$ cat src/rtl/alu_cmd_frontend.sv
// -----------------------------------------------------------------------------
// alu_cmd_frontend
//   Operand/opcode loader and issue controller sitting between the lab board
//   push-buttons and an ALU. Three load strobes latch the shared switch bus into
//   operand A, operand B and the opcode. A fourth strobe, go, issues the command
//   when automatic issue is disabled. All strobes are asynchronous. Each one is
//   synchronised, debounced and turned into a single-cycle pulse, and none of
//   them is used as a clock. Commands go to the ALU over a valid/ready request,
//   and completion is signalled by a one-cycle done pulse. The result and flags
//   are then held for the display path.
//
// Ports
//   clk, rst_n        system clock, asynchronous active-low reset
//   data              shared switch bus (opcode is its top OP_W bits)
//   ld_a, ld_b, ld_op asynchronous load strobes
//   go                asynchronous issue strobe (unused when AUTO_ISSUE=1)
//   alu_a, alu_b      operand registers presented to the ALU
//   alu_op            opcode register presented to the ALU
//   alu_valid         request valid (registered, high in ISSUE)
//   alu_ready         ALU accepts the request
//   alu_done          one-cycle completion pulse, qualifies alu_res/alu_flags
//   result, flags     held result/flags of the last completed command
//   res_valid         result/flags belong to the latest issued command
//   loaded            sticky {op,b,a} loaded bits
//   busy              controller is in ISSUE or WAIT
//   err               sticky {timeout, dropped_load}
// -----------------------------------------------------------------------------
module alu_cmd_frontend #(
    parameter int WIDTH      = 32,
    parameter int OP_W       = 4,
    parameter int DEBOUNCE   = 16,
    parameter int AUTO_ISSUE = 1,
    parameter int TIMEOUT    = 255
) (
    input  logic             clk,
    input  logic             rst_n,
    input  logic [WIDTH-1:0] data,
    input  logic             ld_a,
    input  logic             ld_b,
    input  logic             ld_op,
    input  logic             go,
    output logic [WIDTH-1:0] alu_a,
    output logic [WIDTH-1:0] alu_b,
    output logic [OP_W-1:0]  alu_op,
    output logic             alu_valid,
    input  logic             alu_ready,
    input  logic             alu_done,
    input  logic [WIDTH-1:0] alu_res,
    input  logic [3:0]       alu_flags,
    output logic [WIDTH-1:0] result,
    output logic [3:0]       flags,
    output logic             res_valid,
    output logic [2:0]       loaded,
    output logic             busy,
    output logic [1:0]       err
);

    localparam logic [1:0] ST_IDLE  = 2'd0;
    localparam logic [1:0] ST_ISSUE = 2'd1;
    localparam logic [1:0] ST_WAIT  = 2'd2;
    localparam logic [1:0] ST_DONE  = 2'd3;

    // WAIT counter must hold the value TIMEOUT; keep at least one bit when
    // the timeout is disabled so the declarations stay legal.
    localparam int CNT_W = (TIMEOUT > 0) ? $clog2(TIMEOUT + 1) : 1;
    localparam logic [CNT_W-1:0] CNT_ONE = CNT_W'(1'b1);
    localparam logic [CNT_W-1:0] CNT_MAX = {CNT_W{1'b1}};

    // Debounce counter runs 0..DEBOUNCE-1.
    localparam int DB_W = (DEBOUNCE > 1) ? $clog2(DEBOUNCE) : 1;

    // Strobe bit order used throughout: {go, ld_op, ld_b, ld_a}.
    logic [3:0] strb_s;
    logic [3:0] sync1_r;
    logic [3:0] sync2_r;
    logic [3:0] filt_r;
    logic [3:0] filt_d_r;
    logic [3:0] pulse_r;

    logic [1:0]       state_r;
    logic [1:0]       state_nx_s;
    logic [CNT_W-1:0] wait_cnt_r;
    logic [CNT_W-1:0] wait_inc_s;

    logic       can_load_s;
    logic [2:0] accept_s;
    logic [2:0] loaded_nx_s;
    logic       drop_s;
    logic       trigger_s;
    logic       issue_s;
    logic       timeout_hit_s;
    logic       capture_s;
    logic       tmo_s;

    assign strb_s = {go, ld_op, ld_b, ld_a};

    // Two-flop synchroniser for the four asynchronous strobes.
    always_ff @(posedge clk or negedge rst_n) begin
        if (!rst_n) begin
            sync1_r <= 4'b0000;
            sync2_r <= 4'b0000;
        end else begin
            sync1_r <= strb_s;
            sync2_r <= sync1_r;
        end
    end

    generate
        if (DEBOUNCE == 0) begin : g_nofilt
            // Filter disabled: the synchronised level is taken directly.
            always_ff @(posedge clk or negedge rst_n) begin
                if (!rst_n) begin
                    filt_r <= 4'b0000;
                end else begin
                    filt_r <= sync2_r;
                end
            end
        end else begin : g_filt
            logic [DB_W-1:0] db_cnt_r [4];

            // Filtered level flips only after DEBOUNCE consecutive disagreeing samples.
            always_ff @(posedge clk or negedge rst_n) begin
                if (!rst_n) begin
                    filt_r <= 4'b0000;
                    for (int i = 0; i < 4; i++) begin
                        db_cnt_r[i] <= {DB_W{1'b0}};
                    end
                end else begin
                    for (int i = 0; i < 4; i++) begin
                        if (sync2_r[i] != filt_r[i]) begin
                            if (db_cnt_r[i] == DB_W'(DEBOUNCE - 1)) begin
                                filt_r[i]   <= sync2_r[i];
                                db_cnt_r[i] <= {DB_W{1'b0}};
                            end else begin
                                db_cnt_r[i] <= db_cnt_r[i] + DB_W'(1'b1);
                            end
                        end else begin
                            db_cnt_r[i] <= {DB_W{1'b0}};
                        end
                    end
                end
            end
        end
    endgenerate

    // Rising edge of the filtered level becomes a registered one-cycle pulse.
    always_ff @(posedge clk or negedge rst_n) begin
        if (!rst_n) begin
            filt_d_r <= 4'b0000;
            pulse_r  <= 4'b0000;
        end else begin
            filt_d_r <= filt_r;
            pulse_r  <= filt_r & ~filt_d_r;
        end
    end

    // Load acceptance, issue trigger and WAIT timeout decode.
    always_comb begin
        can_load_s  = (state_r == ST_IDLE) || (state_r == ST_DONE);
        accept_s    = 3'b000;
        drop_s      = 1'b0;
        if (can_load_s) begin
            accept_s = pulse_r[2:0];
        end else begin
            drop_s = |pulse_r[2:0];
        end
        loaded_nx_s = loaded | accept_s;

        if (AUTO_ISSUE != 0) begin
            trigger_s = |accept_s;
        end else begin
            trigger_s = pulse_r[3];
        end
        issue_s = can_load_s && (loaded_nx_s == 3'b111) && trigger_s;

        if (wait_cnt_r == CNT_MAX) begin
            wait_inc_s = wait_cnt_r;
        end else begin
            wait_inc_s = wait_cnt_r + CNT_ONE;
        end

        // The cycle being counted now is WAIT cycle number wait_cnt_r+1.
        if (TIMEOUT != 0) begin
            timeout_hit_s = (int'(wait_cnt_r) + 32'sd1) >= TIMEOUT;
        end else begin
            timeout_hit_s = 1'b0;
        end

        capture_s = (state_r == ST_WAIT) && alu_done;
        tmo_s     = (state_r == ST_WAIT) && !alu_done && timeout_hit_s;
    end

    // Next-state logic for IDLE/ISSUE/WAIT/DONE.
    always_comb begin
        state_nx_s = state_r;
        case (state_r)
            ST_IDLE, ST_DONE: begin
                if (issue_s) begin
                    state_nx_s = ST_ISSUE;
                end else begin
                    state_nx_s = state_r;
                end
            end
            ST_ISSUE: begin
                if (alu_valid && alu_ready) begin
                    state_nx_s = ST_WAIT;
                end else begin
                    state_nx_s = ST_ISSUE;
                end
            end
            ST_WAIT: begin
                if (capture_s || tmo_s) begin
                    state_nx_s = ST_DONE;
                end else begin
                    state_nx_s = ST_WAIT;
                end
            end
            default: begin
                state_nx_s = ST_IDLE;
            end
        endcase
    end

    // State, registered request/status outputs and the command/result registers.
    always_ff @(posedge clk or negedge rst_n) begin
        if (!rst_n) begin
            state_r    <= ST_IDLE;
            wait_cnt_r <= {CNT_W{1'b0}};
            alu_valid  <= 1'b0;
            busy       <= 1'b0;
            alu_a      <= {WIDTH{1'b0}};
            alu_b      <= {WIDTH{1'b0}};
            alu_op     <= {OP_W{1'b0}};
            loaded     <= 3'b000;
            err        <= 2'b00;
            result     <= {WIDTH{1'b0}};
            flags      <= 4'b0000;
            res_valid  <= 1'b0;
        end else begin
            state_r   <= state_nx_s;
            // Valid and busy are decoded from the next state so they line up
            // exactly with the state register.
            alu_valid <= (state_nx_s == ST_ISSUE);
            busy      <= (state_nx_s == ST_ISSUE) || (state_nx_s == ST_WAIT);

            if (accept_s[0]) begin
                alu_a <= data;
            end
            if (accept_s[1]) begin
                alu_b <= data;
            end
            if (accept_s[2]) begin
                alu_op <= data[WIDTH-1 -: OP_W];
            end
            loaded <= loaded_nx_s;
            err    <= err | {tmo_s, drop_s};

            if (capture_s) begin
                result <= alu_res;
                flags  <= alu_flags;
            end

            // A fresh load or a new issue makes the held result stale.
            if (capture_s) begin
                res_valid <= 1'b1;
            end else if ((|accept_s) || issue_s) begin
                res_valid <= 1'b0;
            end

            // Held at zero through ISSUE so it starts from zero on entry to WAIT.
            if (state_r == ST_ISSUE) begin
                wait_cnt_r <= {CNT_W{1'b0}};
            end else if (state_r == ST_WAIT) begin
                wait_cnt_r <= wait_inc_s;
            end
        end
    end

endmodule

$ cat config.mk
export PLATFORM = sky130hd
export DESIGN_NAME = alu_cmd_frontend
export DESIGN_NICKNAME = d
export VERILOG_FILES = /design/src/rtl/alu_cmd_frontend.sv
export SDC_FILE = /design/constraint.sdc
export NUM_CORES = 1
export LEC_CHECK = 0
export CORE_MARGIN = 1
export CORE_UTILIZATION = 42
export CTS_CLUSTER_SIZE = 28
export DETAILED_ROUTE_END_ITERATION = 8
export GPL_TIMING_DRIVEN = 0
export PLACE_DENSITY = 0.77
export SETUP_SLACK_MARGIN = 0.15
export SLEW_MARGIN = 30
export SYNTH_ARGS = -nofsm -noshare
export SYNTH_HDL_FRONTEND = slang
export SYNTH_SLANG_ARGS = --single-unit
$ cat constraint.sdc
create_clock -name clk -period 1.9 [get_ports clk]
set_clock_uncertainty 0.05 [all_clocks]
set_input_delay 0.19 -clock clk [delete_from_list [all_inputs] [get_ports clk]]
set_output_delay 0.19 -clock clk [all_outputs]
set_load 0.005 [all_outputs]
# ---- Yosys cells after proc, flatten, opt, wreduce, memory -nomap -nowiden
# Cells that the tools add are included.
dict set report classes {
  n_addsub 5
  multipliers 0
  div 0
  order_cmp 1
  eq_ne 14
  shift 0
  mux 17
  bitwise_logic 4
  n_reduce_logical 21
}
# cell n
set op_table {}
lappend op_table {{2-to-1 mux 4 bit} 6}
lappend op_table {{2-to-1 mux 8 bit} 3}
lappend op_table {{adder 4 x 1 -> 4 bit (second input constant)} 3}
lappend op_table {{== test 4 bit (second input constant)} 3}
lappend op_table {{adder 8 x 1 -> 9 bit (second input constant)} 1}
lappend op_table {{greater-or-equal comparator 9 x 8 -> 1 bit (second input constant)} 1}
lappend op_table {{adder 8 x 1 -> 8 bit (second input constant)} 1}
lappend op_table {{== test 8 bit (second input constant)} 1}
lappend op_table {{AND reduction 2 bit} 4}
lappend op_table {{== test 2 bit (second input constant)} 3}
lappend op_table {{logical AND 1 bit} 6}
lappend op_table {{one-hot mux 2 bit (3 select lines)} 1}
lappend op_table {{OR reduction 3 bit} 2}
lappend op_table {{== test 2 x 1 -> 1 bit (second input constant)} 2}
lappend op_table {{logical OR 1 bit} 4}
lappend op_table {{2-to-1 mux 1 bit} 4}
lappend op_table {{2-to-1 mux 2 bit} 2}
lappend op_table {{nonzero test 2 bit} 2}
lappend op_table {{bitwise AND 3 bit} 1}
lappend op_table {{== test 3 bit (second input constant)} 1}
lappend op_table {{2-to-1 mux 3 bit} 1}
lappend op_table {{!= test 1 bit} 3}
lappend op_table {{NOT 3 bit} 1}
lappend op_table {{OR 3 bit} 1}
lappend op_table {{5 further kinds} 5}
dict set report word_totals {
  ff_bits 151
  latchBits 0
  ramBits 0
  romBits 0
  inputBits 76
  output_inout_bits 112
  elab_cells 84
  mem_count 0
}

# ---- Logic depth before layout (Yosys ltp)
# Gate-level depths: netlist (run 1).
dict set report logic_depth {
  depth_word 11
  mapped_depth 8
  ltp_nobuf 8
}

# ---- Worst setup path before layout (run 1)
# No wires, ideal clock.
dict set report synth_path {
  kind {flip-flop to flip-flop}
  from {reg state_r[1]}
  to {reg busy}
  setup_time_ps 113
  arrival_ps 1692
  required_ps 1737
  setup_slack_ps 45
  stages_incl_launch_ff 8
  n_path_buf 1
  period_less_slack_ps 1855
  path_cell_list {dfrtp_1 ha_1 clkbuf_1 nand2_1 o2111ai_1 o22ai_1 ha_1 inv_1}
}
dict set report synth_via {
  elab_chain_len 11
  elab_cells_between_ends 22
  cone_classes {eq/ne (6); mux (4); bitwise (1); reduce/logical (11)}
}
# item line_no
set synth_lines {}
lappend synth_lines {{start, declared} 80} ;# logic [1:0] state_r;
lappend synth_lines {{start signal, assigned} 240} ;# state_r <= state_nx_s;
lappend synth_lines {{== test 2 bit or zero test 2 bit (tied branches)} {159, 196}}
lappend synth_lines {{logical OR 1 bit} 159} ;# can_load_s = (state_r == ST_IDLE) || (state_r == ST_DONE);
lappend synth_lines {{2-to-1 mux 3 bit} 162} ;# if (can_load_s) begin
lappend synth_lines {{OR 3 bit} 167} ;# loaded_nx_s = loaded | accept_s;
lappend synth_lines {{== test 3 bit} 174} ;# issue_s = can_load_s && (loaded_nx_s == 3'b111) && trigger_s;
lappend synth_lines {{logical AND 1 bit (2 in a row)} 174}
lappend synth_lines {{2-to-1 mux 2 bit} 198} ;# if (issue_s) begin
lappend synth_lines {{one-hot mux 2 bit (3 select lines) *} 196} ;# case (state_r)
lappend synth_lines {{== test 2 x 1 -> 1 bit or == test 2 bit (tied branches)} 244} ;# busy <= (state_nx_s == ST_ISSUE) || (state_nx_s == ST_WAIT);
lappend synth_lines {{logical OR 1 bit *} 244}
lappend synth_lines {{end signal, assigned} 244}
lappend synth_lines {{end, declared} 54} ;# output logic busy,
# Mark *: on every way between the ends. The rest lies on a longest branch, timed or not.
# A chain may end at the register's enable or synchronous reset.

# ---- Worst setup path after layout (run 1)
dict set report layout_path {
  from {reg wait_cnt_r[1]}
  to {reg busy}
}
dict set report layout_via {
  elab_chain_len 8
  elab_cells_between_ends 9
  cone_classes {add/sub (1); order compare (1); eq/ne (2); mux (2); reduce/logical (3)}
}
# item line_no
set layout_lines {}
lappend layout_lines {{start, declared} 82} ;# logic [CNT_W-1:0] wait_cnt_r;
lappend layout_lines {{start signal, assigned} 228} ;# wait_cnt_r <= {CNT_W{1'b0}};
lappend layout_lines {{start signal, assigned} 272} ;# wait_cnt_r <= {CNT_W{1'b0}};
lappend layout_lines {{start signal, assigned} 274} ;# wait_cnt_r <= wait_inc_s;
lappend layout_lines {{adder 8 x 1 -> 9 bit *} 184} ;# timeout_hit_s = (int'(wait_cnt_r) + 32'sd1) >= TIMEOUT;
lappend layout_lines {{greater-or-equal comparator 9 x 8 -> 1 bit *} 184}
lappend layout_lines {{logical AND 1 bit *} 190} ;# tmo_s = (state_r == ST_WAIT) && !alu_done && timeout_hit_s;
lappend layout_lines {{logical OR 1 bit *} 212} ;# if (capture_s || tmo_s) begin
lappend layout_lines {{2-to-1 mux 1 bit *} 212}
lappend layout_lines {{one-hot mux 2 bit (3 select lines) *} 196}
lappend layout_lines {{== test 2 x 1 -> 1 bit or == test 2 bit (tied branches)} 244}
lappend layout_lines {{logical OR 1 bit *} 244}
# Marks and branches as above.

==> flow_metrics.tcl, run 1 <==
set metrics [dict create \
    status "complete, no violations" \
    startpoint_type "flip-flop" \
    p_sw_mw 1.54 \
    fmax_ghz 0.545 \
    synth_top_family_by_area "multiplexers" \
    ys_types 42 \
    synth-main-ff-cell "dfrtp_1" \
    sw_frac_of_total_pct 20.3 \
    hold_path.class "input port to flip-flop" \
    pin_count 188 \
    met2_length_um 7180 \
    dieArea_sq_um 14300 \
    portBuffers 186 \
    viasPerCell 5.09 \
    drt_iter0_markers 160 \
    rows 42 \
    cellPowerDensity_nw_per_um2 862 \
    cts.clk_slew.worst_paths_ps 60 \
    syn-cell-area_sq_um 5820 \
    clkPwrFrac_pct 45.7 \
    clockRootBuffer "clkbuf_16" \
    synth_xor_xnor_area_share_pct 1.20 \
    dr.pass1.iters 4 \
    final_common_cell "clkdlybuf4s50_1" \
    wl_per_cell_um 16.6 \
    crit_required_ps 2160 \
    layout.nets 697 \
    min_period_over_period_pct 96.6 \
    grtUsageTotal_pct 19.5 \
    mostFrequentLayoutCells "clkdlybuf4s50_1 (185), dfrtp_1 (147), mux2_2 (107), clkbuf_16 (17), buf_4 (16)" \
    worst_path_max_delay_cell "dfrtp_2" \
    die_w_um 120 \
    synthMuxAreaShare_pct 20.9 \
    combPwrFrac_pct 9.3 \
    grt_pass1_wl_um 21700 \
    ant_nets 0 \
    remaining_drc_errors 0 \
    drive_gt1_share_pct 29.4 \
    antenna_found_initial 0 \
    synthesis.yosys.warnings 0 \
    syn_area_per_cell_sq_um 14.7 \
    dr_wl_met3_um 698 \
    setup_viol 0 \
    synth-edff-count 0 \
    ys_seq_area_share_pct 64.0 \
    p_int_mw 6.04 \
    critical_path.max_stage_delay_ps 450 \
    vias 4086 \
    r2r_cells 7 \
    cts_tree "built" \
    die_h_um 120 \
    yosys.area_share.simple_pct 5.67 \
    power_frac_seq_pct 45.0 \
    top_layer "met4" \
    clock-sinks 149 \
    area_growth_pct 51.1 \
    min_period_ps 1840 \
    critPathCaptureType "flip-flop" \
    peakVddDrop_mv 0.559 \
    n_antenna_cell 0 \
    htree_levels 4 \
    final-hold-violation-count 0 \
    drv_cap 0 \
    slew_viol_final 0 \
    async_flop_share_pct 100 \
    syn_inst 396 \
    worstSetupPathType "flip-flop to flip-flop" \
    crit_arrival_ps 2100 \
    clock_path_buffers 2 \
    cellLeakagePower_nw 3.93 \
    grt-ovfl-total 0 \
    ys_ff_latch 149 \
    syn_nets 480 \
    dp_hpwl_um 9250 \
    hold_slack_ps 159 \
    grt_pass1_vias 4441 \
    start_util_pct 43.5 \
    routed_wl_um 13300 \
    synth_fa_ha_area_share_pct 1.72 \
    met1_length_um 5190 \
    gp_congestion 0.828 \
    worst_pin_slew_ps 522 \
    slew_headroom_pct 65.2 \
    clk_latency_ps 420 \
    fin_util_pct 65.7 \
    rsz0062_at_grt "true" \
    cts_made_buffers 17 \
    grt_max_degree 81 \
    critPathMaxFanout 5 \
    synth_compound_area_share_pct 4.66 \
    hold_depth 1 \
    crit_path_cell_trace "ha_4, and4b_2, mux2i_1, o22a_1, o22ai_1, ha_1, inv_1" \
    core_area_sq_um 13400 \
]
-- power by group through the flow --
stage	clock network (mW)	registers, mW	logic, mW
6_report	3.47	3.41	0.706
5_1_grt	3.69	3.43	0.766
4_1_cts	3.54	3.41	0.715
3_5_place_dp	0	3.47	0.704
3_3_place_gp	0	3.46	0.678
2_1_floorplan	0	3.47	0.159
-- what timing repair did --
item                                    CTS  global route
setup buffers                             3             7
pin swaps                                 3             5
gates resized for setup                  21            15
hold buffers                              1             0
gates cloned                              0             0
endpoints found under the setup margin   94            35
endpoints found under the hold margin    69             0
-- final timing paths --
check / startpoint / to / slack, ps
hold / removal: ld_a / sync1_r[0]$_DFF_PN0_ / 160
min in group asynchronous: rst_n / result[9]$_DFFE_PN0P_ / 270
max in group asynchronous: rst_n / wait_cnt_r[1]$_DFFE_PN0P_ / 760
setup / recovery: wait_cnt_r[1]$_DFFE_PN0P_ / busy$_DFF_PN0_ / 60
setup reg to reg: wait_cnt_r[1]$_DFFE_PN0P_ / busy$_DFF_PN0_ / 60
hold reg to reg: sync1_r[1]$_DFF_PN0_ / sync2_r[1]$_DFF_PN0_ / 300
-- layout make-up --
type                    count  area, sq um
inverters                  11         41.3
multi-input cells         223         2090
repair buffers            198         1980
fillers                  1010         4600
plain buffers              13          115
clock buffers              24          502
well taps                 176          220
clock inverters             8          119
flip-flops and latches    149         3730
-- per-stage QoR --
stage	area (sq um)	total power [mW]	setup WS (ps)	TNS, ps	cells
after floorplan	5830	3.63	157	0	396
after global placement	7910	4.14	-5120	-761790	758
after detailed placement	7950	4.17	-92.8	-1950	759
after CTS	8680	7.67	110	0	795
after global routing	8800	7.89	-11.3	-11.3	802
final	8800	7.59	64.6	0	802
-- registers in the layout (all words and copies together) (netlist names), 4 cells and up --
register,count
wait_cnt_r,8
alu_op,4
alu_b,32
alu_a,32
flags,4
result,32
g_filt.db_cnt_r,12
-- metal layers --
metal,vias up,GRT usage [%]
met5,-,0
met2,135,34.3
met4,0,7.03
met3,26,5.47
li1,1846,-
met1,2079,22.7
-- kinds of logic (layout without fill, tap and decap cells) --
family          count (synthesis)  after routing
mux                           108            108
compound gates                 40             40
xor+xnor                        8              8
flops                         149            149
simple gates                   59             59
buf+inv                        24            254
fa+ha+maj                       8              8
-- cells in the mapped netlist, types with 2 or more instances --
library cell / instances / area [sq um]
nand2_1: 17 / 63.8
a31oi_1: 4 / 25.0
inv_1: 11 / 41.3
or3_1: 2 / 12.5
a21oi_1: 11 / 55.1
o21bai_1: 2 / 15.0
o22a_1: 2 / 17.5
o22ai_1: 4 / 25.0
nor3b_1: 3 / 22.5
nor2_1: 8 / 30.0
buf_2: 11 / 55.1
nand3_1: 6 / 30.0
nor2b_1: 7 / 43.8
mux2_2: 107 / 1200
xnor2_1: 7 / 61.3
dfrtp_1: 149 / 3730
ha_1: 8 / 100
nand2b_1: 3 / 18.8
nor3_1: 3 / 15.0
nand4b_1: 3 / 26.3
o21ai_0: 7 / 35.0
-- critical path: cells and delay by family, from the launching register on --
family,cells,cell delay [ps]
buf+inv,1,40
compound gates,2,330
mux,1,170
fa+ha+maj,2,480
flops,1,450
simple gates,1,210
No activity file was read; power rests on OpenSTA's default activity.
==> run 2: changes to the inputs <==
--- a/config.mk
+++ b/config.mk
@@ -5,11 +5,11 @@
 export SDC_FILE = /design/constraint.sdc
 export NUM_CORES = 1
 export LEC_CHECK = 0
+export CORE_ASPECT_RATIO = 1.2
 export CORE_MARGIN = 1
 export CORE_UTILIZATION = 42
 export CTS_CLUSTER_SIZE = 28
 export DETAILED_ROUTE_END_ITERATION = 8
-export GPL_TIMING_DRIVEN = 0
 export PLACE_DENSITY = 0.77
 export SETUP_SLACK_MARGIN = 0.15
 export SLEW_MARGIN = 30
==> flow_metrics.tcl, run 2 (synthesized netlist as in run 1, its figures left out) <==
set metrics [dict create \
    status "complete, no violations" \
    start_util_pct 43.6 \
    rsz0062_at_grt "true" \
    pin_count 188 \
    r2r-end "busy$_DFF_PN0_" \
    place_area_sq_um 8010 \
    cellPowerDensity_nw_per_um2 847 \
    ant_nets 0 \
    cts.clk_slew.worst_paths_ps 60 \
    reg2reg_slack_ps 100 \
    core_area_sq_um 13400 \
    p_sw_mw 1.64 \
    critPathMaxFanout 6 \
    area_growth_pct 50.8 \
    clockRootBuffer "clkbuf_16" \
    setup_viol 0 \
    drive_gt1_share_pct 29.8 \
    fmax_ghz 0.556 \
    grt-ovfl-total 0 \
    final_common_cell "clkdlybuf4s50_1" \
    fin_tns_setup_ps 0 \
    holdCritStartpoint "ld_a" \
    peakVddDrop_mv 0.733 \
    slew_headroom_pct 68.2 \
    startpoint_type "flip-flop" \
    grt_max_degree 51 \
    crit_arrival_ps 2070 \
    power_frac_seq_pct 45.9 \
    dr.pass1.iters 4 \
    n_antenna_cell 0 \
    layout.nets 695 \
    worst_pin_slew_ps 477 \
    grt_pass1_wl_um 22100 \
    p_int_mw 5.79 \
    cts_tree "built" \
    clk_latency_ps 420 \
    grt_pass1_vias 4462 \
    slew_viol_final 0 \
    grtUsageTotal_pct 21.1 \
    drt_iter0_markers 98 \
    rows 46 \
    die_h_um 131 \
    gp_congestion 0.815 \
    clock_path_buffers 2 \
    cts_made_buffers 17 \
    worstHoldEndpoint "sync1_r[0]$_DFF_PN0_" \
    mostFrequentLayoutCells "clkdlybuf4s50_1 (185), dfrtp_1 (146), mux2_2 (107), clkbuf_16 (17), nand2_1 (15)" \
    antenna_found_initial 0 \
    final_area_sq_um 8780 \
    vias 4070 \
    clock-sinks 149 \
    drv_cap 0 \
    hold_path.class "input port to flip-flop" \
    cellLeakagePower_nw 3.90 \
    wl_per_cell_um 18.1 \
    dieArea_sq_um 14300 \
    r2r_cells 7 \
    remaining_drc_errors 0 \
    min_period_ps 1800 \
    sw_frac_of_total_pct 22.1 \
    final-hold-violation-count 0 \
    combPwrFrac_pct 9.7 \
    clkPwrFrac_pct 44.3 \
    min_period_over_period_pct 94.7 \
    critPathCaptureType "flip-flop" \
    dp_hpwl_um 10300 \
    routed_wl_um 14400 \
    hold_depth 1 \
    reg_top3 "alu_a x32, alu_b x32, result x32" \
    viasPerCell 5.14 \
    reg2reg_from "wait_cnt_r[1]$_DFFE_PN0P_" \
    crit_required_ps 2170 \
    worstSetupPathType "flip-flop to flip-flop" \
    htree_levels 4 \
    die_w_um 109 \
    portBuffers 186 \
]
==> run 2: changes by cell type in the layout (fill, tap and decap cells not counted), moves of 2 or more <==
cell,delta
clkinv_4,+7
buf_12,+5
clkbuf_8,-4
buf_4,-3
buf_2,-2
buf_6,+2
buf_8,-2
clkinv_2,-2
nand2_4,-2
==> run 2: worst max-delay path: stages (launching register included) <==
cell,delay (ps)
dfrtp_2,450
ha_4,200
nand3_4,100
o21ai_1,90
a221oi_2,360
o22ai_2,110
ha_1,290
inv_1,40
==> run 2: per-layer routing <==
layer  GRT usage, %  vias up  part of all wire [%]
met5              0        -                     0
met1           21.9     2057                    35
met2           37.3      134                    54
met4           10.3        0                   3.1
li1               -     1843                     -
met3           7.74       36                   7.0
==> run 2: how the worst max path moves through the flow <==
stage,startpoint,to,slack [ps],cells past startpoint
after detailed placement,wait_cnt_r[0]$_DFFE_PN0P_,busy$_DFF_PN0_,40,7
after CTS,wait_cnt_r[1]$_DFFE_PN0P_,busy$_DFF_PN0_,120,7
after global placement,wait_cnt_r[0]$_DFFE_PN0P_,busy$_DFF_PN0_,70,7
after floorplan,state_r[1]$_DFF_PN0_,busy$_DFF_PN0_,160,7
final,wait_cnt_r[1]$_DFFE_PN0P_,busy$_DFF_PN0_,100,7
after global routing,wait_cnt_r[0]$_DFFE_PN0P_,busy$_DFF_PN0_,30,7
==> run 2: final cells by class <==
| class | instances | area (sq um) |
|---|---|---|
| Clock buffer | 19 | 443 |
| Clock inverter | 13 | 149 |
| Fill cell | 1009 | 4570 |
| Inverter | 11 | 41.3 |
| Multi-Input combinational cell | 223 | 2080 |
| Sequential cell | 149 | 3730 |
| Tap cell | 168 | 210 |
| Timing Repair Buffer | 209 | 2120 |
==> run 2: power groups by stage <==
stage	clock network (mW)	logic [mW]	registers, mW
after floorplan	0	0.159	3.47
after global placement	0	0.699	3.46
after detailed placement	0	0.723	3.47
after CTS	3.37	0.735	3.42
after global routing	3.49	0.787	3.43
final	3.30	0.723	3.42
==> run 2: repair_timing <==
| item | in CTS | in global routing |
|---|---|---|
| buffers inserted | 2 | 4 |
| endpoints found under the hold margin | 43 | 0 |
| hold buffers | 1 | 0 |
| setup endpoints to repair | 35 | 69 |
| pin swaps | 4 | 4 |
| gates resized for setup | 16 | 11 |
| gates cloned | 1 | 0 |
==> run 2: metrics by stage <==
step,worst slack (ps),power (mW),hold slack (ps),std cells,utilization (%)
finish,100,7.44,166,792,65.8
global placement,73.2,4.16,106,752,60.0
detailed placement,43.5,4.20,116,752,60.0
floorplan,157,3.63,-156,396,-
CTS,116,7.52,155,788,65.2
global route,30.5,7.71,153,792,65.8
